**config.mk**
```make
export PLATFORM = sky130hd
export DESIGN_NAME = add_acc_pipe
export DESIGN_NICKNAME = d
export VERILOG_FILES = /design/src/rtl/add_acc_pkg.sv /design/src/rtl/add_acc_pipe_pipe_reg.sv /design/src/rtl/add_acc_pipe.sv
export SDC_FILE = /design/constraint.sdc
export NUM_CORES = 1
export LEC_CHECK = 0
export CELL_PAD_IN_SITES_DETAIL_PLACEMENT = 0
export CELL_PAD_IN_SITES_GLOBAL_PLACEMENT = 1
export CORE_MARGIN = 5
export CORE_UTILIZATION = 42
export DETAILED_ROUTE_END_ITERATION = 8
export PLACE_DENSITY = 0.87
export SYNTH_ARGS = -nofsm -noshare
export SYNTH_HDL_FRONTEND = slang
export SYNTH_HIERARCHICAL = 1
export SYNTH_SLANG_ARGS = --single-unit
```
**constraint.sdc**
```tcl
create_clock -name clk -period 3.1 [get_ports clk]
set_input_delay 0.62 -clock clk [delete_from_list [all_inputs] [get_ports clk]]
set_output_delay 0.62 -clock clk [all_outputs]
set_load 0.1 [all_outputs]
```
**src/rtl/add_acc_pkg.sv**
```systemverilog
// Shared types for the add/accumulate pipeline: operation codes.
// Optional build macro used by the pipeline: ADD_ACC_SATURATE_EN.
package add_acc_pkg;

  typedef enum logic [1:0] {
    OP_ADD = 2'd0,
    OP_SUB = 2'd1,
    OP_ACC = 2'd2,
    OP_CLR = 2'd3
  } op_t;

endpackage

```
**src/rtl/add_acc_pipe_pipe_reg.sv**
```systemverilog
// Single-entry valid/ready register slice with a parametrised payload.
// Accepts a new beat whenever it is empty or its current beat is leaving.
module pipe_reg #(
  parameter int unsigned W = 8
) (
  input  logic         clk,
  input  logic         rst,
  input  logic         in_valid,
  output logic         in_ready,
  input  logic [W-1:0] in_data,
  output logic         out_valid,
  input  logic         out_ready,
  output logic [W-1:0] out_data
);

  logic         valid_r;
  logic [W-1:0] data_r;

  assign in_ready  = !rst && (!valid_r || out_ready);
  assign out_valid = valid_r;
  assign out_data  = data_r;

  // Slice occupancy and payload; payload only changes when a beat is taken.
  always_ff @(posedge clk) begin
    if (rst) begin
      valid_r <= 1'b0;
      data_r  <= {W{1'b0}};
    end else if (!valid_r || out_ready) begin
      valid_r <= in_valid;
      if (in_valid) begin
        data_r <= in_data;
      end
    end
  end

endmodule

```
**src/rtl/add_acc_pipe.sv**
```systemverilog
// Two-stage add/sub/accumulate/clear unit with valid/ready on both sides.
// Define ADD_ACC_SATURATE_EN to clamp SUB underflow and ACC overflow instead of wrapping.
module add_acc_pipe
  import add_acc_pkg::*;
#(
  parameter int unsigned WIDTH = 8,
  parameter int unsigned ACC_W = 16
) (
  input  logic             clk,
  input  logic             rst,
  input  logic             in_valid,
  output logic             in_ready,
  input  logic [1:0]       op,
  input  logic [WIDTH-1:0] a,
  input  logic [WIDTH-1:0] b,
  output logic             out_valid,
  input  logic             out_ready,
  output logic [ACC_W-1:0] result,
  output logic             ovf
);

`ifdef ADD_ACC_SATURATE_EN
  localparam bit SATURATE = 1'b1;
`else
  localparam bit SATURATE = 1'b0;
`endif

  typedef struct packed {
    op_t              op;
    logic [WIDTH-1:0] a;
    logic [WIDTH-1:0] b;
  } s1_payload_t;

  localparam int unsigned S1_W = $bits(s1_payload_t);

  s1_payload_t      s1_in_s;
  s1_payload_t      s1_out_s;
  logic             s1_valid_s;
  logic             s2_load_s;

  logic             out_valid_r;
  logic             ovf_r;
  logic [ACC_W-1:0] result_r;
  logic [ACC_W-1:0] acc_r;

  logic [WIDTH:0]   sum_s;
  logic [WIDTH:0]   diff_s;
  logic [ACC_W:0]   acc_sum_s;
  logic [ACC_W-1:0] res_s;
  logic [ACC_W-1:0] acc_nxt_s;
  logic             ovf_s;

  // Pack the incoming beat for the stage-1 slice.
  always_comb begin
    s1_in_s.op = op_t'(op);
    s1_in_s.a  = a;
    s1_in_s.b  = b;
  end

  pipe_reg #(.W(S1_W)) u_stage1 (
    .clk       (clk),
    .rst       (rst),
    .in_valid  (in_valid),
    .in_ready  (in_ready),
    .in_data   (s1_in_s),
    .out_valid (s1_valid_s),
    .out_ready (s2_load_s),
    .out_data  (s1_out_s)
  );

  // Stage 2 takes a beat when empty or when its current beat leaves this cycle.
  assign s2_load_s = !out_valid_r || out_ready;

  // Stage-2 arithmetic; acc_nxt_s equals acc_r unless the beat is ACC or CLR.
  always_comb begin
    sum_s     = {1'b0, s1_out_s.a} + {1'b0, s1_out_s.b};
    diff_s    = {1'b0, s1_out_s.a} - {1'b0, s1_out_s.b};
    acc_sum_s = {1'b0, acc_r} + (ACC_W+1)'(s1_out_s.a);
    res_s     = {ACC_W{1'b0}};
    acc_nxt_s = acc_r;
    ovf_s     = 1'b0;
    case (s1_out_s.op)
      OP_ADD: begin
        res_s = ACC_W'(sum_s);
        ovf_s = sum_s[WIDTH];
      end
      OP_SUB: begin
        ovf_s = diff_s[WIDTH];
        if (SATURATE && diff_s[WIDTH]) begin
          res_s = {ACC_W{1'b0}};
        end else begin
          res_s = ACC_W'(diff_s[WIDTH-1:0]);
        end
      end
      OP_ACC: begin
        ovf_s = acc_sum_s[ACC_W];
        if (SATURATE && acc_sum_s[ACC_W]) begin
          acc_nxt_s = {ACC_W{1'b1}};
        end else begin
          acc_nxt_s = acc_sum_s[ACC_W-1:0];
        end
        res_s = acc_nxt_s;
      end
      OP_CLR: begin
        acc_nxt_s = {ACC_W{1'b0}};
      end
      default: begin
        res_s     = {ACC_W{1'b0}};
        acc_nxt_s = acc_r;
        ovf_s     = 1'b0;
      end
    endcase
  end

  // Stage-2 result and accumulator; both hold while the output is stalled.
  always_ff @(posedge clk) begin
    if (rst) begin
      out_valid_r <= 1'b0;
      result_r    <= {ACC_W{1'b0}};
      ovf_r       <= 1'b0;
      acc_r       <= {ACC_W{1'b0}};
    end else if (s2_load_s) begin
      out_valid_r <= s1_valid_s;
      if (s1_valid_s) begin
        result_r <= res_s;
        ovf_r    <= ovf_s;
        acc_r    <= acc_nxt_s;
      end
    end
  end

  assign out_valid = out_valid_r;
  assign result    = result_r;
  assign ovf       = ovf_r;

endmodule

```
==> results.md, run 1 <==
* Final TNS setup at 0 ns
* Crit. End Element: output port
* Most common cell after layout, fill and taps aside: dfxtp_1
* Postcts setup bufs at 0
* Largest net degree at the start of global routing at 40
* Synth Cell Area at 3396 um^2
* Met2 wire len at ~3.5 mm
* First-pass DRT Iterations at 5
* Max IR drop VDD at between 0.2 and 0.25 mV
* Footprint of the multi-input gates at ~2200 um^2
* RSZ-0062 raised after global routing: no
* Worst path max stage delay at 0.44 ns
* Critical Path Stages at 5
* Post-CTS Resized at 0
* R2R Path Start: u_stage1/out_data[8]
* R2r setup slk at roughly 0.73 ns
* Deepest clock path buffer count at 2
* Vias post-DR at 2861
* Largest delay contributor family on the critical path: buffers and inverters
* Hold crit path type: reg2reg
* Share of layout cells above drive strength 1 at under 10%
* Remaining routing DRC violations at 0
* # IOs at between 40 and 50
* Synth unique cells at 52
* Wirelength per Cell at around 14 um
* Antenna diode count at 0
* Final-report hold violation count at 0
* Worst Setup Path Type: in2out
* Max_cap viols at 0
* Status: completed
* Fin crit share at about 77%
* Row count at 32
* WP data required at between 2 and 2.5 ns
* Fmax at ~0.42 GHz
* Die W at approximately 100 um
* First-pass GRT wire length at around 13 mm
* WHS Path Cells at 2
* Initial Util at a little over two fifths
* Leading area contributor after synthesis: dfxtp_1
* Fillers at between 700 and 800
* Synthesized Nets at 448
* Synth-to-layout area growth at 15.66%
* CTS Sinks at 53
* CTS Root Buffer Type: clkbuf_8
* Fin util at between 50% and 60%
* Via/cell ratio at 5.318
* Gr ovfl total at 0
* Dpl cells at 530
* CP cell instances: clkdlybuf4s50_1, nand2b_1, nor2b_4, nor2_1, buf_12
* H-Tree Level Count at 2
* Nets at between 400 and 500
* Slew HR at between 40% and 50%
* Reg-to-Reg End: result[6]
* Final wirelength at between 7 and 8 mm
* Initial drt markers at 155
* Clock Pin Slew Worst Setup and Hold Paths at roughly 0.11 ns
* Worst-case reg-to-reg path depth at 9
* Worst Path Buf+Inv at 2
* Pwr dens at about 380 nW/um^2
* Asr flop ratio synth at 0%
* Final non-filler cell total at ~540
* Post-synth EDFFs at 0
* Leak at approximately 1.6 nW
* Largest fanout on the critical path at 5
* I/O Buffers at 40
* Max layer used: met4
* Largest cells by area after synthesis: dfxtp_1 31%, ha_1 8.8%, nand2b_1 7.0%
* Core area at between 7000 and 8000 um^2
* Met3 routed WL at between 200 and 300 um
* Period minus WS final at between 2 and 2.5 ns
* Final setup viols at 0
* CTS tree: yes
* Reg area at 1061 um^2
* Ys flop type: dfxtp_1
* Hold_sp: result[14]
* Syn Inst Count at about 400
* Critical path arrival at about 1.8 ns
* Initial antenna violation count at 0
* Final Slew Violations at 0
* Yosys warns at 6
* Clock latency on the worst-skew pair at 0.32 ns
* DP Wirelength at ~5.9 mm
* Final RePlAce weighted congestion at between 0.8 and 0.9
* Final Skew at 0.01286 ns
* Vias in the first global route at 2701
* Startpoint types: input pin
* Slowest CP cell: clkdlybuf4s50_1
* Die height at 99.92 um
* Yosys top cell area share at roughly 31%
* Sequential fraction of the synthesis area at between 30% and 40%
* Slew @ Worst Pin at 0.8517 ns
* Hold_buf cts at 0
* Metal-1 WL at roughly 3.8 mm
* Routed Antenna Nets at 0
* Syn_area_per_cell at 8.511 um^2
* GRT Util Overall at roughly 16%
* FF+latch count, synth at 53
* Die area at 9983 um^2
* Hold Path Sink: result[14]
* Commonest cells after routing, fill and taps aside: 53 x dfxtp_1, 38 x nand2b_1, 34 x nand2_1, 28 x nor2_1
* TritonCTS buffer count at 5
where the power goes:
group	internal (W)	switching [W]	total (W)	leakage [nW]
logic	0.000135	0.000212	0.000347	1.17
registers	0.000707	0.0000317	0.000739	0.432
clock network	0.000165	0.000254	0.000419	0.0452
metrics by stage:
stage	hold WS (ns)	setup WS, ns	total power, W	area [um^2]
6_report	0.4632	0.6996	0.001505	3928
5_1_grt	0.4692	0.5247	0.001586	3928
4_1_cts	0.4590	0.6898	0.001519	3928
3_5_place_dp	0.4427	0.4107	0.001101	3834
3_3_place_gp	0.4338	0.4500	0.001097	3834
2_1_floorplan	0.4377	0.1710	0.001008	3396
worst max path at each step:
stage | start | to | slack [ns]
6_report | out_ready | in_ready | 0.70
5_1_grt | u_stage1/out_data[17] | acc_r[15] | 0.52
4_1_cts | out_ready | in_ready | 0.69
3_5_place_dp | out_ready | result[5] | 0.41
3_3_place_gp | out_ready | result[6] | 0.45
2_1_floorplan | out_valid | in_ready | 0.17
worst min-delay path, delay by kind of cell (launching register included):
kind,cells,cell delay (ns)
DFF,1,0.33
AOI/OAI and AO/OA,1,0.05
and+or+nand+nor,1,0.05
registers in the layout, summed over array words and instances, names as in the netlist:
register / cells
ovf: 1
u_stage1/out_data: 18
out_valid: 1
result: 16
u_stage1/out_valid: 1
acc_r: 16
cells in the mapped netlist (all sizes together) (3+ instances only):
cell type  instances
a211oi             3
a21o               6
a21oi             19
a22oi              3
a31oi              7
a32oi              6
buf                5
clkbuf            12
dfxtp             53
fa                 3
ha                24
inv               19
mux2i             20
nand2             34
nand2b            38
nand3              5
nand3b             5
nor2              29
nor2b             10
nor3              11
o211a              4
o211ai             5
o21ai             26
or3                6
xnor2             13
xor2               5
cell type report:
cell class | count | share of cell area [%]
Timing Repair Buffer | 46 | 10.45
Tap cell | 102 | 3.249
Inverter | 19 | 1.816
Sequential cell | 53 | 27.02
Clock inverter | 3 | 0.6371
Clock buffer | 5 | 1.752
Multi-Input combinational cell | 310 | 55.08
logic make-up (layout without fill, tap and decap cells):
logic type | Yosys count | in the layout | synth area share (%)
and+or+nand+nor | 151 | 151 | 24.02
AOI/OAI and AO/OA | 94 | 94 | 18.53
DFF | 53 | 53 | 31.25
buffers and inverters | 36 | 73 | 5.048
adders and majority gates | 27 | 27 | 10.61
muxes | 20 | 20 | 5.895
xor gates and xnor gates | 18 | 18 | 4.643
routing by layer:
layer  global-route usage [%]  vias to the layer above
met2                    25.91                       46
met3                    2.780                        7
li1                         -                     1475
met4                    3.466                        0
met5                        0                        -
met1                    22.27                     1333
(Power assumes the default switching activity.)
==> inputs of run 2 (changes only) <==
--- a/config.mk
+++ b/config.mk
@@ -8,9 +8,9 @@
 export CELL_PAD_IN_SITES_DETAIL_PLACEMENT = 0
 export CELL_PAD_IN_SITES_GLOBAL_PLACEMENT = 1
 export CORE_MARGIN = 5
-export CORE_UTILIZATION = 42
+export CORE_UTILIZATION = 38
 export DETAILED_ROUTE_END_ITERATION = 8
-export PLACE_DENSITY = 0.87
+export PLACE_DENSITY = 0.83
 export SYNTH_ARGS = -nofsm -noshare
 export SYNTH_HDL_FRONTEND = slang
 export SYNTH_HIERARCHICAL = 1
==> constraint.sdc (replaced) <==
create_clock -name clk -period 2.1 [get_ports clk]
set_input_delay 0.42 -clock clk [delete_from_list [all_inputs] [get_ports clk]]
set_output_delay 0.42 -clock clk [all_outputs]
set_load 0.1 [all_outputs]
==> results.md, run 2 (synthesis results as in run 1) <==
* Fillers at 841 (+11%)
* Hold crit path type: reg2reg
* Die W at 104.5 um (+4.6%)
* Critical path arrival at 2.38 ns (+0.60 ns)
* Worst path max stage delay at 0.40 ns (-0.04 ns)
* Worst Path Buf+Inv at 1 (-1)
* Final non-filler cell total at 581 (+8.0%)
* Wirelength per Cell at 13.96 um (-1.3%)
* Slowest CP cell: or4_1
* I/O Buffers at 40 (unchanged)
* Slew @ Worst Pin at 0.4295 ns (-0.4222 ns)
* CTS Root Buffer Type: clkbuf_8
* Largest register FFs at 18 (unchanged)
* Final worst slack at -0.07890 ns (-0.7785 ns)
* Footprint of the multi-input gates at 2302 um^2 (+6.4%)
* Place WS at -0.09213 ns (-0.5029 ns)
* Clock latency on the worst-skew pair at 0.32 ns (about the same)
* Largest fanout on the critical path at 2 (-3)
* Period minus WS final at roughly 2.2 ns
* Hold_buf cts at 0 (unchanged)
* Final Skew at 0.01553 ns (+0.002672 ns)
* Row count at 34 (+6.3%)
* Remaining routing DRC violations at 0 (unchanged)
* First-pass GRT wire length at 13.68 mm (+3.4%)
* Dpl cells at 561 (+5.8%)
* Initial drt markers at 121 (-22%)
* Die height at 104.5 um (+4.6%)
* Max_cap viols at 0 (unchanged)
* Leak at 1.875 nW (+14%)
* Final Slew Violations at 0 (unchanged)
* Routed Antenna Nets at 0 (unchanged)
* Commonest cells after routing, fill and taps aside: 55 x buf_4, 48 x dfxtp_1, 38 x nand2b_1, 34 x nand2_1, 26 x nor2_1
* Initial antenna violation count at 0 (unchanged)
* First-pass DRT Iterations at 4 (-1)
* Fmax at around 0.46 GHz
* Share of layout cells above drive strength 1 at 23.04% (+13 points)
* Vias in the first global route at 2944 (+9.0%)
* Initial Util at 38.94% (-4.6 points)
* Largest delay contributor family on the critical path: compound AO/OA/AOI/OAI gates
* CP cell instances: ha_4, inv_2, fa_2, o21ba_4, or4_1, o211a_1, o22ai_2, xor2_1, o21ai_1
* Clock Pin Slew Worst Setup and Hold Paths at 0.11 ns (about the same)
* CTS Sinks at 53 (unchanged)
* Startpoint types: flip-flop
* GRT Util Overall at 14.74% (-1.3 points)
* Deepest clock path buffer count at 2 (unchanged)
* Synth-to-layout area growth at 30.62%
* Final TNS setup at -0.2651 ns (-0.2651 ns)
* TritonCTS buffer count at 5 (unchanged)
* Pwr dens at 563.0 nW/um^2 (+47%)
* Fin crit share at 103.8%
* H-Tree Level Count at 2 (unchanged)
* Final RePlAce weighted congestion at 0.8342 (about the same)
* # IOs at 41 (unchanged)
* Via/cell ratio at 5.258 (-1.1%)
* CTS tree: yes
* Final wirelength at 8.112 mm (+6.6%)
* Slew HR at 71.33% (+28 points)
* Core area at 8721 um^2 (+12%)
* RSZ-0062 raised after global routing: yes
* DP Wirelength at 6.132 mm (+4.1%)
* Nets at 521 (+7.6%)
* Max IR drop VDD at 0.2827 mV (+18%)
* Final setup viols at 7 (+7)
* Reg area at 1070 um^2 (+0.83%)
* WP data required at 2.30 ns (-0.18 ns)
* Largest net degree at the start of global routing at 42 (+5.0%)
* Status: finished with violations
* Final-report hold violation count at 0 (unchanged)
* Worst Setup Path Type: reg2reg
* Antenna diode count at 0 (unchanged)
* Crit. End Element: flip-flop
* Die area at 10930 um^2 (+9.5%)
* Most common cell after layout, fill and taps aside: buf_4
* Failing checks: setup timing
* Vias post-DR at 3055 (+6.8%)
* Gr ovfl total at 0 (unchanged)
run 2: power by group:
part | switching (W) | internal, W
Sequential | 0.0000377 | 0.00104
Clock | 0.000356 | 0.000480
Combinational | 0.000340 | 0.000239
Total | 0.000734 | 0.00176
run 2: metal layers:
| layer | vias to the layer above | global-route usage (%) | share of wire, % |
|---|---|---|---|
| met5 | - | 0 | 0 |
| met3 | 6 | 2.404 | 3.9 |
| met1 | 1446 | 19.44 | 47 |
| li1 | 1538 | - | - |
| met2 | 65 | 25.02 | 48 |
| met4 | 0 | 3.885 | 1.1 |
run 2: what timing repair did:
| item | 4_1_cts | 5_1_grt |
|---|---|---|
| setup endpoints to repair | 8 | 20 |
| setup buffers | 2 | 10 |
| pin swaps | 4 | 30 |
| resized for setup | 8 | 30 |
run 2: worst reg2reg max path: stages (launching register included):
cell	delay [ns]
dfxtp_2	0.36
ha_4	0.13
inv_2	0.04
fa_2	0.39
o21ba_4	0.21
or4_1	0.40
o211a_1	0.17
o22ai_2	0.15
xor2_1	0.15
o21ai_1	0.06
run 2: stage by stage:
| stage | area [um^2] | power [W] | hold WS (ns) | util (%) |
|---|---|---|---|---|
| floorplan | 3407 | 0.001490 | 0.4377 | - |
| global placement | 4053 | 0.001657 | 0.4345 | 46.47 |
| detailed placement | 4053 | 0.001663 | 0.4389 | 46.47 |
| CTS | 4239 | 0.002500 | 0.4540 | 48.61 |
| global route | 4436 | 0.002619 | 0.4736 | 50.86 |
| finish | 4436 | 0.002497 | 0.4498 | 50.86 |
run 2: path summary, 6_finish.rpt:
| path | from | endpoint | slack (ns) | depth (start not counted) |
|---|---|---|---|---|
| setup / recovery | u_stage1/out_data[0] | result[6] | -0.08 | 9 |
| hold / removal | result[14] | result[14] | 0.45 | 2 |
| setup reg to reg | u_stage1/out_data[0] | result[6] | -0.08 | 9 |
| hold reg to reg | result[14] | result[14] | 0.45 | 2 |
run 2: cell type report:
type / count / area share [%]
tap: 108 / 3.047
inverter: 19 / 1.608
clock buffer: 5 / 1.551
sequential: 53 / 24.12
multi-input combinational: 310 / 51.90
timing repair buffer: 83 / 16.22
clock inverter: 3 / 1.551
